**src/rtl/mem_spi_bridge.sv**
```systemverilog
// SPI-slave (mode 0) front-end for a small DFF RAM.
// Two-byte frames: command (rd/wr + address), then data.
`timescale 1ns/1ps
module mem_spi_bridge #(
    parameter int ADDR_W      = 4,
    parameter int DATA_W      = 8,
    parameter int SYNC_STAGES = 2
) (
    input  logic              clk,
    input  logic              rst,
    input  logic              spi_sclk,
    input  logic              spi_cs_n,
    input  logic              spi_mosi,
    output logic              spi_miso,
    output logic [ADDR_W-1:0] mem_addr,
    output logic              mem_ce_n,
    output logic              mem_lr_n,
    output logic [DATA_W-1:0] mem_wdata,
    input  logic [DATA_W-1:0] mem_rdata,
    output logic              busy,
    output logic              frame_err
);
    localparam int CNT_W = $clog2(2 * DATA_W);

    typedef enum logic [2:0] {
        S_IDLE,
        S_CMD,
        S_RD_REQ,
        S_RD_CAP,
        S_DATA,
        S_WR,
        S_DONE
    } state_t;

    logic [SYNC_STAGES-1:0] r_sclk_s;
    logic [SYNC_STAGES-1:0] r_cs_s;
    logic [SYNC_STAGES-1:0] r_mosi_s;
    logic [SYNC_STAGES:0]   r_vld;
    logic                   r_sclk_d;
    logic                   r_cs_d;
    logic                   r_armed;

    state_t                 r_state;
    logic [CNT_W-1:0]       r_cnt;
    logic [DATA_W-1:0]      r_shift;
    logic [DATA_W-1:0]      r_miso_sr;
    logic                   r_rd;

    logic                   w_sclk;
    logic                   w_cs;
    logic                   w_mosi;
    logic                   w_sclk_rise;
    logic                   w_sclk_fall;
    logic                   w_cs_rise;
    logic                   w_cs_fall;
    logic                   w_armed;
    logic                   w_in_frame;
    logic [DATA_W-1:0]      w_byte;

    assign w_sclk      = r_sclk_s[SYNC_STAGES-1];
    assign w_cs        = r_cs_s[SYNC_STAGES-1];
    assign w_mosi      = r_mosi_s[SYNC_STAGES-1];
    assign w_sclk_rise = w_sclk & ~r_sclk_d;
    assign w_sclk_fall = ~w_sclk & r_sclk_d;
    assign w_cs_rise   = w_cs & ~r_cs_d;
    assign w_cs_fall   = ~w_cs & r_cs_d;
    assign w_byte      = {r_shift[DATA_W-2:0], w_mosi};
    assign busy        = ~w_cs;

    // After reset, only a cs_n high that really came from the pin
    // (not the reset value of the synchronizer) arms frame start.
    assign w_armed = r_armed | (r_vld[SYNC_STAGES] & r_cs_d);

    assign w_in_frame = (r_state == S_CMD)    ||
                        (r_state == S_RD_REQ) ||
                        (r_state == S_RD_CAP) ||
                        (r_state == S_DATA);

    always_ff @(posedge clk or posedge rst) begin
        if (rst) begin
            r_sclk_s <= '0;
            r_cs_s   <= '1;
            r_mosi_s <= '0;
            r_vld    <= '0;
            r_sclk_d <= 1'b0;
            r_cs_d   <= 1'b1;
            r_armed  <= 1'b0;
        end else begin
            r_sclk_s <= {r_sclk_s[SYNC_STAGES-2:0], spi_sclk};
            r_cs_s   <= {r_cs_s[SYNC_STAGES-2:0], spi_cs_n};
            r_mosi_s <= {r_mosi_s[SYNC_STAGES-2:0], spi_mosi};
            r_vld    <= {r_vld[SYNC_STAGES-1:0], 1'b1};
            r_sclk_d <= w_sclk;
            r_cs_d   <= w_cs;
            r_armed  <= w_armed;
        end
    end

    always_ff @(posedge clk or posedge rst) begin
        if (rst) begin
            r_state   <= S_IDLE;
            r_cnt     <= '0;
            r_shift   <= '0;
            r_miso_sr <= '0;
            r_rd      <= 1'b0;
            spi_miso  <= 1'b0;
            mem_addr  <= '0;
            mem_wdata <= '0;
            mem_ce_n  <= 1'b1;
            mem_lr_n  <= 1'b1;
            frame_err <= 1'b0;
        end else begin
            mem_ce_n  <= 1'b1;
            mem_lr_n  <= 1'b1;
            frame_err <= 1'b0;
            if (w_in_frame && w_cs_rise) begin
                r_state   <= S_IDLE;
                spi_miso  <= 1'b0;
                frame_err <= 1'b1;
            end else begin
                case (r_state)
                    S_IDLE: begin
                        spi_miso <= 1'b0;
                        if (w_cs_fall && w_armed) begin
                            r_state <= S_CMD;
                            r_cnt   <= '0;
                        end
                    end
                    S_CMD: begin
                        if (w_sclk_rise) begin
                            r_shift <= w_byte;
                            r_cnt   <= r_cnt + 1'b1;
                            if (r_cnt == CNT_W'(DATA_W - 1)) begin
                                mem_addr <= w_byte[ADDR_W-1:0];
                                r_rd     <= w_byte[DATA_W-1];
                                if (w_byte[DATA_W-1]) begin
                                    mem_ce_n <= 1'b0;
                                    r_state  <= S_RD_REQ;
                                end else begin
                                    r_state  <= S_DATA;
                                end
                            end
                        end
                    end
                    S_RD_REQ: r_state <= S_RD_CAP;
                    S_RD_CAP: begin
                        r_miso_sr <= mem_rdata;
                        r_state   <= S_DATA;
                    end
                    S_DATA: begin
                        if (w_sclk_fall && r_rd) begin
                            spi_miso  <= r_miso_sr[DATA_W-1];
                            r_miso_sr <= {r_miso_sr[DATA_W-2:0], 1'b0};
                        end
                        if (w_sclk_rise) begin
                            r_shift <= w_byte;
                            r_cnt   <= r_cnt + 1'b1;
                            if (r_cnt == CNT_W'(2 * DATA_W - 1)) begin
                                spi_miso <= 1'b0;
                                if (r_rd) begin
                                    r_state   <= S_DONE;
                                end else begin
                                    mem_wdata <= w_byte;
                                    mem_lr_n  <= 1'b0;
                                    r_state   <= S_WR;
                                end
                            end
                        end
                    end
                    S_WR: r_state <= S_DONE;
                    S_DONE: begin
                        spi_miso <= 1'b0;
                        if (w_cs) r_state <= S_IDLE;
                    end
                    default: r_state <= S_IDLE;
                endcase
            end
        end
    end
endmodule

```
**config.mk**
```make
export PLATFORM = sky130hd
export DESIGN_NAME = mem_spi_bridge
export DESIGN_NICKNAME = d
export VERILOG_FILES = /design/src/rtl/mem_spi_bridge.sv
export SDC_FILE = /design/constraint.sdc
export NUM_CORES = 1
export LEC_CHECK = 0
export CAP_MARGIN = 0
export CORE_MARGIN = 2
export CORE_UTILIZATION = 55
export DETAILED_ROUTE_END_ITERATION = 16
export PLACE_DENSITY = 0.9
export SLEW_MARGIN = 40
export SYNTH_ARGS = -nofsm -noshare
export SYNTH_HDL_FRONTEND = slang
export SYNTH_SLANG_ARGS = --single-unit
```
**constraint.sdc**
```tcl
create_clock -name clk -period 5.61 [get_ports clk]
set_clock_uncertainty 0.2 [all_clocks]
set_input_delay 1.683 -clock clk [delete_from_list [all_inputs] [get_ports clk]]
set_output_delay 1.683 -clock clk [all_outputs]
set_load 0.02 [all_outputs]
```
-- Yosys cells after proc, flatten, opt, wreduce, memory -nomap -nowiden
Index checks and enable logic that the tools add are counted.
- flip-flop bits (word level): 51
- latch bits: 0
- memory bits (writable): 0
- bits in read-only memories: 0
- input port bits: 13
- output and inout port bits: 17
- logic and storage cells: 97
- memories: 0
- add/subtract/negate cells: 1
- multiply operators: 0
- divide/modulo/power cells: 0
- order comparisons: 0
- eq/ne operators: 17
- shift operators: 0
- multiplexer cells: 31
- bitwise operators: 12
- reduce and logical (&&, ||, !) cells: 18
- operators by type and width (cell ; number):
    2-to-1 mux 3 bit ; 8
    one-hot mux 3 bit (7 select lines) ; 1
    one-hot mux 8 bit (2 select lines) ; 1
    2-to-1 mux 1 bit ; 15
    == test 3 bit, second input constant ; 3
    2-to-1 mux 4 bit ; 2
    2-to-1 mux 8 bit ; 1
    one-hot mux 4 bit (2 select lines) ; 1
    AND reduction 4 bit ; 2
    == test 3 x 2 -> 1 bit, second input constant ; 2
    inequality test 3 x 1 -> 1 bit, second input constant ; 2
    inequality test 3 x 2 -> 1 bit, second input constant ; 2
    inequality test 3 bit, second input constant ; 2
    NOT 1 bit ; 6
    AND reduction 3 bit ; 2
    AND reduction 6 bit ; 1
    bitwise AND 1 bit ; 5
    AND reduction 5 bit ; 1
    adder 4 x 1 -> 4 bit, second input constant ; 1
    == test 4 x 3 -> 1 bit, second input constant ; 1
    == test 4 bit, second input constant ; 1
    inequality test 2 x 1 -> 1 bit, second input constant ; 2
    nonzero test 2 bit ; 2
    OR reduction 2 bit ; 2
    other kinds (9) ; 13

-- Depth between registers and ports, before layout
Gate-level depths: netlist of the first run.
- depth in word-level cells: 8
- mapped depth: 6
- mapped depth without buffers: 5

-- Worst setup path after synthesis of the first run
OpenSTA, ideal clock, no wires.
- kind: reg-to-output
- start point: register r_cs_s[1]
- end point: output port busy
- data arrival time: 0.669 ns
- required time: 3.727 ns
- slack: 3.058 ns
- stages on the path, launching flop included: 2
- path buffers: 0
- path through: dfstp_2 > inv_1
- longest elaborated chain between the ends: 1
- ends and longest elaborated chain (element ; RTL line ; source):
    start, declared ; 36 ; logic [SYNC_STAGES-1:0] r_cs_s;
    start signal, assigned ; 90 ; r_cs_s <= {r_cs_s[SYNC_STAGES-2:0], spi_cs_n};
    NOT 1 bit ; 68 ; assign busy = ~w_cs;
    end, declared ; 20 ; output logic busy,
Every way passes these cells.

-- Worst setup path after layout of the first run
Ends and elaborated chain as after synthesis.

==> results.py, run 1 <==
metrics = {
    "status": {
        "outcome": "completed",
    },
    "sta": {
        "layout_min_cycle_time_ns": 3.40,
        "slew_viol_final": 0,
        "timing.slew.headroom_pct": 58.4,
        "period_share_pct": 60.5,
        "setup_violations": 0,
        "grt_setup_unrepaired": "false",
        "tightest_slew_ns": 0.619,
        "max_freq_ghz": 0.294,
        "hold_viol_final": 0,
        "tns_ns": 0,
    },
    "grt": {
        "antenna_found_initial": 0,
        "grt-ovfl-total": 0,
        "grt_pass1_wl_um": 7200,
        "grt_pass1_vias": 1543,
        "grt_max_degree": 52,
        "gr-usage-all-layers_pct": 21.6,
    },
    "pwr": {
        "ir_drop_mv": 0.307,
        "leakagePower_uw": 0.00119,
        "power_density_mw_per_mm2": 421,
    },
    "final_layout": {
        "diodes": 0,
        "drive_above_1_share_pct": 18.7,
        "multi_input_area_um2": 885,
        "fillers": 262,
        "nNetsFinal": 227,
        "seqCellArea_mm2": 0.00128,
        "areaGrowthSynthToFinish_pct": 18.7,
        "final_common_cell": "dfrtp_1",
        "fin_cells": 264,
        "mostFrequentLayoutCells": "dfrtp_1, clkdlybuf4s50_1, mux2_2, a21oi_1, nor2_1",
    },
    "worst_setup_path": {
        "critPathBufInv": 2,
        "cp_data_arrival_time_ns": 1.51,
        "worstPathCellList": "inv_1 > clkdlybuf4s50_1",
        "crit_family": "flip-flops",
        "max_stage_delay_ns": 0.62,
        "cp_slowest_cell": "dfstp_2",
        "startpoint_type": "flop",
        "required_ns": 3.73,
        "cp_max_fo": 8,
        "critical_path_class": "reg2out",
        "cp-end-kind": "output pin",
    },
    "clock_tree": {
        "root_buffer": "clkbuf_8",
        "post_cts_resized": 0,
        "postCtsSetupRepairBufs": 0,
        "cts_tree": "built",
        "numCtsBuffers": 5,
        "holdBufCountCts": 0,
        "cts_buffer_depth": 2,
        "cts_max_level": 2,
        "clkSlewWorstSetupHoldPaths_ns": 0.08,
        "clk_latency_ns": 0.30,
        "cts_sinks": 51,
    },
    "synth": {
        "synth_ff_type": "dfrtp_1",
        "synth_nets": 201,
        "seq_area_frac_synth_pct": 57.3,
        "avgSynthCellArea_um2": 12.0,
        "syn_area_mm2": 0.00224,
        "ys_ff_latch": 51,
        "syn_inst": 187,
        "yosysWarnings": 0,
        "synthDistinctLibCells": 44,
        "synthArstFlopShare_pct": 100,
        "synth-edff-count": 0,
    },
    "placed_design": {
        "numPortBuffers": 29,
        "hpwl_um": 2870,
        "place.gp.congestion": 0.932,
        "numPlacedInstances": 256,
    },
    "routing": {
        "viasPerCell": 5.83,
        "wire_per_inst_um": 16.4,
        "vias": 1538,
        "routed_wl_um": 4340,
        "drc_errors": 0,
        "first_pass_iters": 5,
        "drt_iter0_markers": 87,
        "postRouteAntennaNets": 0,
    },
    "run": {
        "drv_cap": 0,
    },
    "floorplan": {
        "die_x_um": 67.8,
        "row_count": 23,
        "die-area_mm2": 0.00459,
        "start_util_pct": 56.7,
        "die_y_um": 67.8,
        "io_pins": 30,
        "core-area_mm2": 0.00394,
    },
    "min_path": {
        "min_path_type": "reg2reg",
    },
}
==> state kept, by name (all words and copies together) (netlist names) <==
register	flops
frame_err	1
mem_addr	4
mem_ce_n	1
mem_lr_n	1
mem_wdata	8
r_armed	1
r_cnt	4
r_cs_d	1
r_cs_s	2
r_miso_sr	8
r_mosi_s	2
r_rd	1
r_sclk_d	1
r_sclk_s	2
r_shift	7
r_state	3
r_vld	3
spi_miso	1
==> path summary, 6_finish.rpt <==
path	startpoint	end	slack [ns]	depth (start not counted)
setup / recovery	r_cs_s[1]	busy	2.21	2
hold / removal	r_vld[0]	r_vld[1]	0.16	0
setup reg to reg	r_state[1]	mem_wdata[0]	3.08	4
hold reg to reg	r_vld[0]	r_vld[1]	0.16	0
max in group asynchronous	rst	mem_wdata[5]	3.22	2
min in group asynchronous	rst	mem_addr[3]	1.60	2
==> power breakdown <==
group	internal, µW	switching (µW)	leakage (µW)
registers	447	97.2	0.000626
clock network	133	113	0.0000524
logic	164	163	0.000508
==> metal layers <==
metal | global-route usage (%) | part of all wire [%]
met2 | 35.3 | 52
met4 | 10.0 | 2.2
met1 | 27.7 | 42
met3 | 4.67 | 4.0
met5 | 0 | 0
==> through the flow <==
stage / hold slack [ns] / power [µW] / utilization [%] / setup slack, ns / area (µm²)
after CTS: 0.160 / 1120 / 67.3 / 2.20 / 2650
after global placement: 0.133 / 844 / 64.4 / 2.49 / 2540
after floorplan: 0.131 / 794 / - / 2.51 / 2240
after global routing: 0.168 / 1180 / 67.3 / 2.16 / 2660
final: 0.158 / 1120 / 67.3 / 2.21 / 2660
after detailed placement: 0.140 / 867 / 64.6 / 2.55 / 2550
==> synth_stat cells (7+ instances only) <==
cell type / count / share of area [%]
mux2_2: 13 / 6.5
mux2i_1: 9 / 4.0
mux2_4: 7 / 4.7
nor2_1: 10 / 1.7
o21ai_0: 8 / 1.8
clkbuf_1: 7 / 1.2
nand2_1: 8 / 1.3
a21oi_1: 13 / 2.9
dfrtp_1: 46 / 51
a31oi_1: 9 / 2.5
inv_1: 7 / 1.2
==> area by class of cell <==
type / count / share of cell area, %
Clock inverter: 1 / 1.13
Tap cell: 50 / 2.36
Multi-Input combinational cell: 119 / 33.3
Clock buffer: 7 / 2.87
Timing Repair Buffer: 29 / 10.9
Sequential cell: 51 / 48.3
Inverter: 7 / 1.08
==> kinds of logic after synthesis <==
logic type      after synthesis  synth area share (%)
mux                          29                  15.3
simple gates                 43                  10.7
xor+xnor                      1                 0.392
compound gates               44                  12.2
buf+inv                      17                  3.41
other cells                   1                 0.168
flops                        51                  57.3
fa+ha+maj                     1                 0.559
No activity file was read; power rests on OpenSTA's default activity.
==> run 2, diff against run 1 <==
--- a/config.mk
+++ b/config.mk
@@ -7,9 +7,9 @@
 export LEC_CHECK = 0
 export CAP_MARGIN = 0
 export CORE_MARGIN = 2
-export CORE_UTILIZATION = 55
+export CORE_UTILIZATION = 49
 export DETAILED_ROUTE_END_ITERATION = 16
-export PLACE_DENSITY = 0.9
+export PLACE_DENSITY = 0.85
 export SLEW_MARGIN = 40
 export SYNTH_ARGS = -nofsm -noshare
 export SYNTH_HDL_FRONTEND = slang
==> constraint.sdc (replaced) <==
create_clock -name clk -period 2.79 [get_ports clk]
set_clock_uncertainty 0.2 [all_clocks]
set_input_delay 0.837 -clock clk [delete_from_list [all_inputs] [get_ports clk]]
set_output_delay 0.837 -clock clk [all_outputs]
set_load 0.02 [all_outputs]
==> run 2 against run 1 <==
  * Worst hold slack worse by 0.0042 ns
  * Critical endpoint unchanged
  * Via count is 0.26% higher
  * Flip-flop and latch count stayed put
  * Critical path depth stayed put
  * Clock power is 79% higher
==> results.py, run 2 (synthesized netlist as in run 1, its figures left out) <==
metrics = {
    "sta": {
        "tns_ns": 0,
        "slew_viol_final": 0,
        "layout_min_cycle_time_ns": 2.52,
        "hold_viol_final": 0,
        "period_share_pct": 90.3,
        "fin_ws_ns": 0.269,
        "max_freq_ghz": 0.397,
        "setup_violations": 0,
        "grt_setup_unrepaired": "false",
    },
    "floorplan": {
        "die_x_um": 71.6,
        "start_util_pct": 51.0,
        "die-area_mm2": 0.00512,
        "core-area_mm2": 0.00438,
        "io_pins": 30,
        "die_y_um": 71.6,
        "row_count": 24,
    },
    "pwr": {
        "ir_drop_mv": 0.444,
        "power_density_mw_per_mm2": 823,
        "p_total_uw": 2220,
        "leakagePower_uw": 0.00122,
    },
    "grt": {
        "grt_pass1_vias": 1535,
        "grt_max_degree": 52,
        "gr-usage-all-layers_pct": 17.7,
        "grt_pass1_wl_um": 7070,
        "grt-ovfl-total": 0,
        "antenna_found_initial": 0,
    },
    "placed_design": {
        "numPortBuffers": 29,
        "place.gp.congestion": 0.881,
        "hpwl_um": 2790,
        "pre_cts_ws_ns": 0.427,
        "dpl_cell_area_mm2": 0.00260,
    },
    "final_layout": {
        "drive_above_1_share_pct": 20.9,
        "final_area_mm2": 0.00270,
        "areaGrowthSynthToFinish_pct": 20.5,
        "diodes": 0,
        "nNetsFinal": 233,
        "mostFrequentLayoutCells": "dfrtp_1, clkdlybuf4s50_1, mux2_2, a21oi_1, nor2_1",
        "fillers": 355,
        "final_common_cell": "dfrtp_1",
        "fin_util_pct": 61.5,
        "top_regs": "mem_wdata: 8 flops, r_miso_sr: 8 flops, r_shift: 7 flops",
    },
    "routing": {
        "wire_per_inst_um": 15.4,
        "drt_iter0_markers": 183,
        "postRouteAntennaNets": 0,
        "routed_wl_um": 4200,
        "viasPerCell": 5.67,
        "first_pass_iters": 4,
        "drc_errors": 0,
        "vias": 1542,
    },
    "worst_setup_path": {
        "r2r_start": "r_state[2]",
        "startpoint_type": "flop",
        "critical_path_class": "reg2out",
        "cp_max_fo": 8,
        "required_ns": 1.75,
        "cp_data_arrival_time_ns": 1.48,
        "worstPathCellList": "inv_1 > clkdlybuf4s50_1",
        "cp-endpoint": "busy",
        "cp_slowest_cell": "dfstp_2",
        "cp-end-kind": "output pin",
        "r2r-end": "r_shift[4]",
        "rr_worst_depth": 4,
        "crit_start": "r_cs_s[1]",
        "max_stage_delay_ns": 0.61,
        "rrSetupSlack_ns": 0.39,
    },
    "clock_tree": {
        "holdBufCountCts": 0,
        "cts_buffer_depth": 2,
        "clk_latency_ns": 0.30,
        "cts_max_level": 2,
        "postCtsSetupRepairBufs": 0,
        "post_cts_resized": 0,
        "numCtsBuffers": 5,
        "cts_sinks": 51,
        "clkSlewWorstSetupHoldPaths_ns": 0.09,
        "cts_tree": "built",
        "root_buffer": "clkbuf_8",
    },
    "min_path": {
        "min_path_type": "reg2reg",
    },
    "status": {
        "outcome": "completed",
    },
    "run": {
        "drv_cap": 0,
    },
}
==> run 2: cell count changes in the layout (fill, tap and decap cells not counted), sizes merged <==
| cell | previous run | this run |
|---|---|---|
| buf | 0 | 6 |
| bufinv | 1 | 0 |
| clkbuf | 7 | 6 |
| clkinv | 0 | 1 |
| inv | 7 | 8 |
==> run 2: layer usage <==
metal / wire length (µm) / GRT usage (%) / vias up
li1: - / - / 738
met1: 1810 / 23.7 / 746
met2: 2090 / 27.9 / 49
met3: 216 / 4.08 / 9
met4: 89 / 7.76 / 0
met5: 0 / 0 / -
==> run 2: layout make-up <==
| cell class | instances | area (µm²) | area share, % |
|---|---|---|---|
| flip-flops and latches | 51 | 1280 | 47.6 |
| clock buffers | 6 | 82.6 | 3.06 |
| clock inverters | 2 | 13.8 | 0.510 |
| repair buffers | 35 | 348 | 12.9 |
| inverters | 7 | 26.3 | 0.974 |
| well taps | 52 | 65.1 | 2.41 |
| multi-input cells | 119 | 878 | 32.6 |
==> run 2: power by group <==
part	switching, µW	leakage [µW]	internal [µW]
sequential	158	0.000626	899
clock	239	0.0000516	203
combinational	360	0.000539	360
==> run 2: worst min-delay path by stage <==
stage	startpoint	end	slack [ns]	cells after the start
4_1_cts	r_vld[0]	r_vld[1]	0.16	0
3_3_place_gp	r_mosi_s[0]	r_mosi_s[1]	0.13	0
2_1_floorplan	r_mosi_s[0]	r_mosi_s[1]	0.13	0
3_5_place_dp	r_vld[0]	r_vld[1]	0.14	0
6_report	r_vld[0]	r_vld[1]	0.15	0
5_1_grt	r_cs_s[0]	r_cs_s[1]	0.17	0
==> run 2: metrics by stage <==
stage | std cells | hold slack [ns]
after floorplan | 187 | 0.131
after global placement | 264 | 0.132
after detailed placement | 264 | 0.136
after CTS | 272 | 0.157
after global routing | 272 | 0.168
final | 272 | 0.154
==> run 2: worst max-delay path, delay by kind of cell, from the launching register on <==
| family | cells | cell delay (ns) |
|---|---|---|
| buffers and inverters | 2 | 0.58 |
| flip-flops | 1 | 0.61 |
==> run 3, diff against run 2 <==
--- a/config.mk
+++ b/config.mk
@@ -6,11 +6,9 @@
 export NUM_CORES = 1
 export LEC_CHECK = 0
 export CAP_MARGIN = 0
-export CORE_MARGIN = 2
-export CORE_UTILIZATION = 49
+export CORE_UTILIZATION = 35
 export DETAILED_ROUTE_END_ITERATION = 16
-export PLACE_DENSITY = 0.85
-export SLEW_MARGIN = 40
+export PLACE_DENSITY = 0.67
 export SYNTH_ARGS = -nofsm -noshare
 export SYNTH_HDL_FRONTEND = slang
 export SYNTH_SLANG_ARGS = --single-unit
==> run 3 against run 2 <==
  * Global-route usage down 4.8 points
  * Sequential power about the same
  * Die area is 31% higher
  * Critical path depth unchanged
  * Clock-buffer cell count rose by 1
  * Power fell by 1.1%
  * Worst hold slack worse by 0.00056 ns
  * Utilization fell by 16 points
  * Via count shrank 1.4%
  * Clock power barely moved
  * Non-clock buffer count increased by 1
  * Cell area rose by 1.3%
  * Critical path type unchanged
==> results.py, run 3 (synthesized netlist as in run 1, its figures left out) <==
metrics = {
    "run": {
        "drv_cap": 0,
    },
    "sta": {
        "tns_ns": 0,
        "slew_viol_final": 0,
        "layout_min_cycle_time_ns": 2.53,
        "hold_viol_final": 0,
        "fin_ws_ns": 0.257,
        "setup_violations": 0,
        "period_share_pct": 90.8,
        "max_freq_ghz": 0.395,
        "grt_setup_unrepaired": "false",
    },
    "floorplan": {
        "row_count": 28,
        "io_pins": 30,
        "core-area_mm2": 0.00603,
        "die_x_um": 82.0,
        "die_y_um": 82.0,
        "die-area_mm2": 0.00672,
        "start_util_pct": 37.1,
    },
    "clock_tree": {
        "post_cts_resized": 0,
        "clk_latency_ns": 0.30,
        "cts_buffer_depth": 2,
        "holdBufCountCts": 0,
        "clkSlewWorstSetupHoldPaths_ns": 0.09,
        "cts_sinks": 51,
        "root_buffer": "clkbuf_8",
        "cts_max_level": 2,
        "postCtsSetupRepairBufs": 0,
        "cts_tree": "built",
        "numCtsBuffers": 5,
    },
    "routing": {
        "routed_wl_um": 3970,
        "drc_errors": 0,
        "vias": 1521,
        "drt_iter0_markers": 117,
        "first_pass_iters": 4,
        "wl_met1_um": 1800,
        "viasPerCell": 5.14,
        "routed.top_layer": "met4",
        "postRouteAntennaNets": 0,
        "met3_wirelength_um": 240,
        "wire_per_inst_um": 13.4,
        "wl_met2_um": 1900,
    },
    "placed_design": {
        "numPortBuffers": 29,
        "pre_cts_ws_ns": 0.506,
        "place.gp.congestion": 0.814,
        "hpwl_um": 2710,
    },
    "final_layout": {
        "diodes": 0,
        "areaGrowthSynthToFinish_pct": 22.1,
        "mostFrequentLayoutCells": "dfrtp_1, clkdlybuf4s50_1, mux2_2, a21oi_1, nor2_1",
        "nNetsFinal": 234,
        "fillers": 560,
        "final_common_cell": "dfrtp_1",
        "top_regs": "mem_wdata: 8 flops, r_miso_sr: 8 flops, r_shift: 7 flops",
        "drive_above_1_share_pct": 20.8,
    },
    "worst_setup_path": {
        "max_stage_delay_ns": 0.61,
        "required_ns": 1.75,
        "cp_max_fo": 8,
        "cp-endpoint": "busy",
        "worstPathCellList": "inv_1 > clkdlybuf4s50_1",
        "rr_worst_depth": 4,
        "rrSetupSlack_ns": 0.51,
        "cp_slowest_cell": "dfstp_2",
        "crit_start": "r_cs_s[1]",
        "cp_data_arrival_time_ns": 1.50,
        "r2r-end": "r_shift[2]",
        "critical_path_class": "reg2out",
        "r2r_start": "r_cs_d",
        "cp-end-kind": "output pin",
        "startpoint_type": "flop",
    },
    "grt": {
        "grt_max_degree": 52,
        "grt_pass1_wl_um": 6450,
        "gr-usage-all-layers_pct": 12.9,
        "grt_pass1_vias": 1351,
        "grt-ovfl-total": 0,
        "antenna_found_initial": 0,
    },
    "min_path": {
        "min_path_type": "reg2reg",
    },
    "status": {
        "outcome": "completed",
    },
    "pwr": {
        "ir_drop_mv": 0.390,
        "leakagePower_uw": 0.00122,
        "power_density_mw_per_mm2": 803,
    },
}
## run 3: changes by cell type in the layout (fill, tap and decap cells not counted)
| cell | delta |
|---|---|
| clkinv_2 | -1 |
| buf_4 | +1 |
| clkbuf_1 | +1 |
| inv_6 | -1 |
| clkinv_4 | +1 |
## run 3: worst min-delay path by stage
| stage | start | end | slack, ns | depth (start not counted) |
|---|---|---|---|---|
| after global placement | r_vld[1] | r_vld[2] | 0.13 | 0 |
| after detailed placement | r_mosi_s[0] | r_mosi_s[1] | 0.14 | 0 |
| after floorplan | r_mosi_s[0] | r_mosi_s[1] | 0.13 | 0 |
| after CTS | r_mosi_s[0] | r_mosi_s[1] | 0.16 | 0 |
| final | r_mosi_s[0] | r_mosi_s[1] | 0.15 | 0 |
| after global routing | r_vld[0] | r_vld[1] | 0.16 | 0 |
## run 3: layout make-up
type | count | area [µm²] | share of cell area [%]
clock buffer | 7 | 86.3 | 3.16
multi-input combinational | 119 | 878 | 32.2
clock inverter | 1 | 8.76 | 0.321
timing repair buffer | 36 | 355 | 13.0
inverter | 7 | 26.3 | 0.962
tap | 75 | 93.8 | 3.44
sequential | 51 | 1280 | 47.0
## run 3: per-stage QoR
stage               util [%]  power, µW  hold WS, ns  instances  area, µm²
floorplan                  -       1600        0.131        187       2240
global placement        43.8       1750        0.133        288       2640
detailed placement      43.8       1770        0.136        288       2640
CTS                     45.3       2210        0.157        296       2730
global route            45.3       2350        0.159        296       2730
finish                  45.3       2190        0.154        296       2730
## run 3: critical path: cells and delay by family, from the launching register on
family                 cells  cell delay, ns
DFF                        1            0.61
buffers and inverters      2            0.58
## run 3: metal layers
metal | up-vias | global-route usage [%]
met4 | 0 | 3.33
met3 | 4 | 4.67
met1 | 744 | 17.4
li1 | 736 | -
met5 | - | 0
met2 | 37 | 19.5
## run 3: report_power, final
part	leakage, µW	internal (µW)	total, µW	switching, µW
Sequential	0.000626	900	1040	136
Combinational	0.000544	366	717	351
Clock	0.0000484	203	442	238
Total	0.00122	1470	2190	725
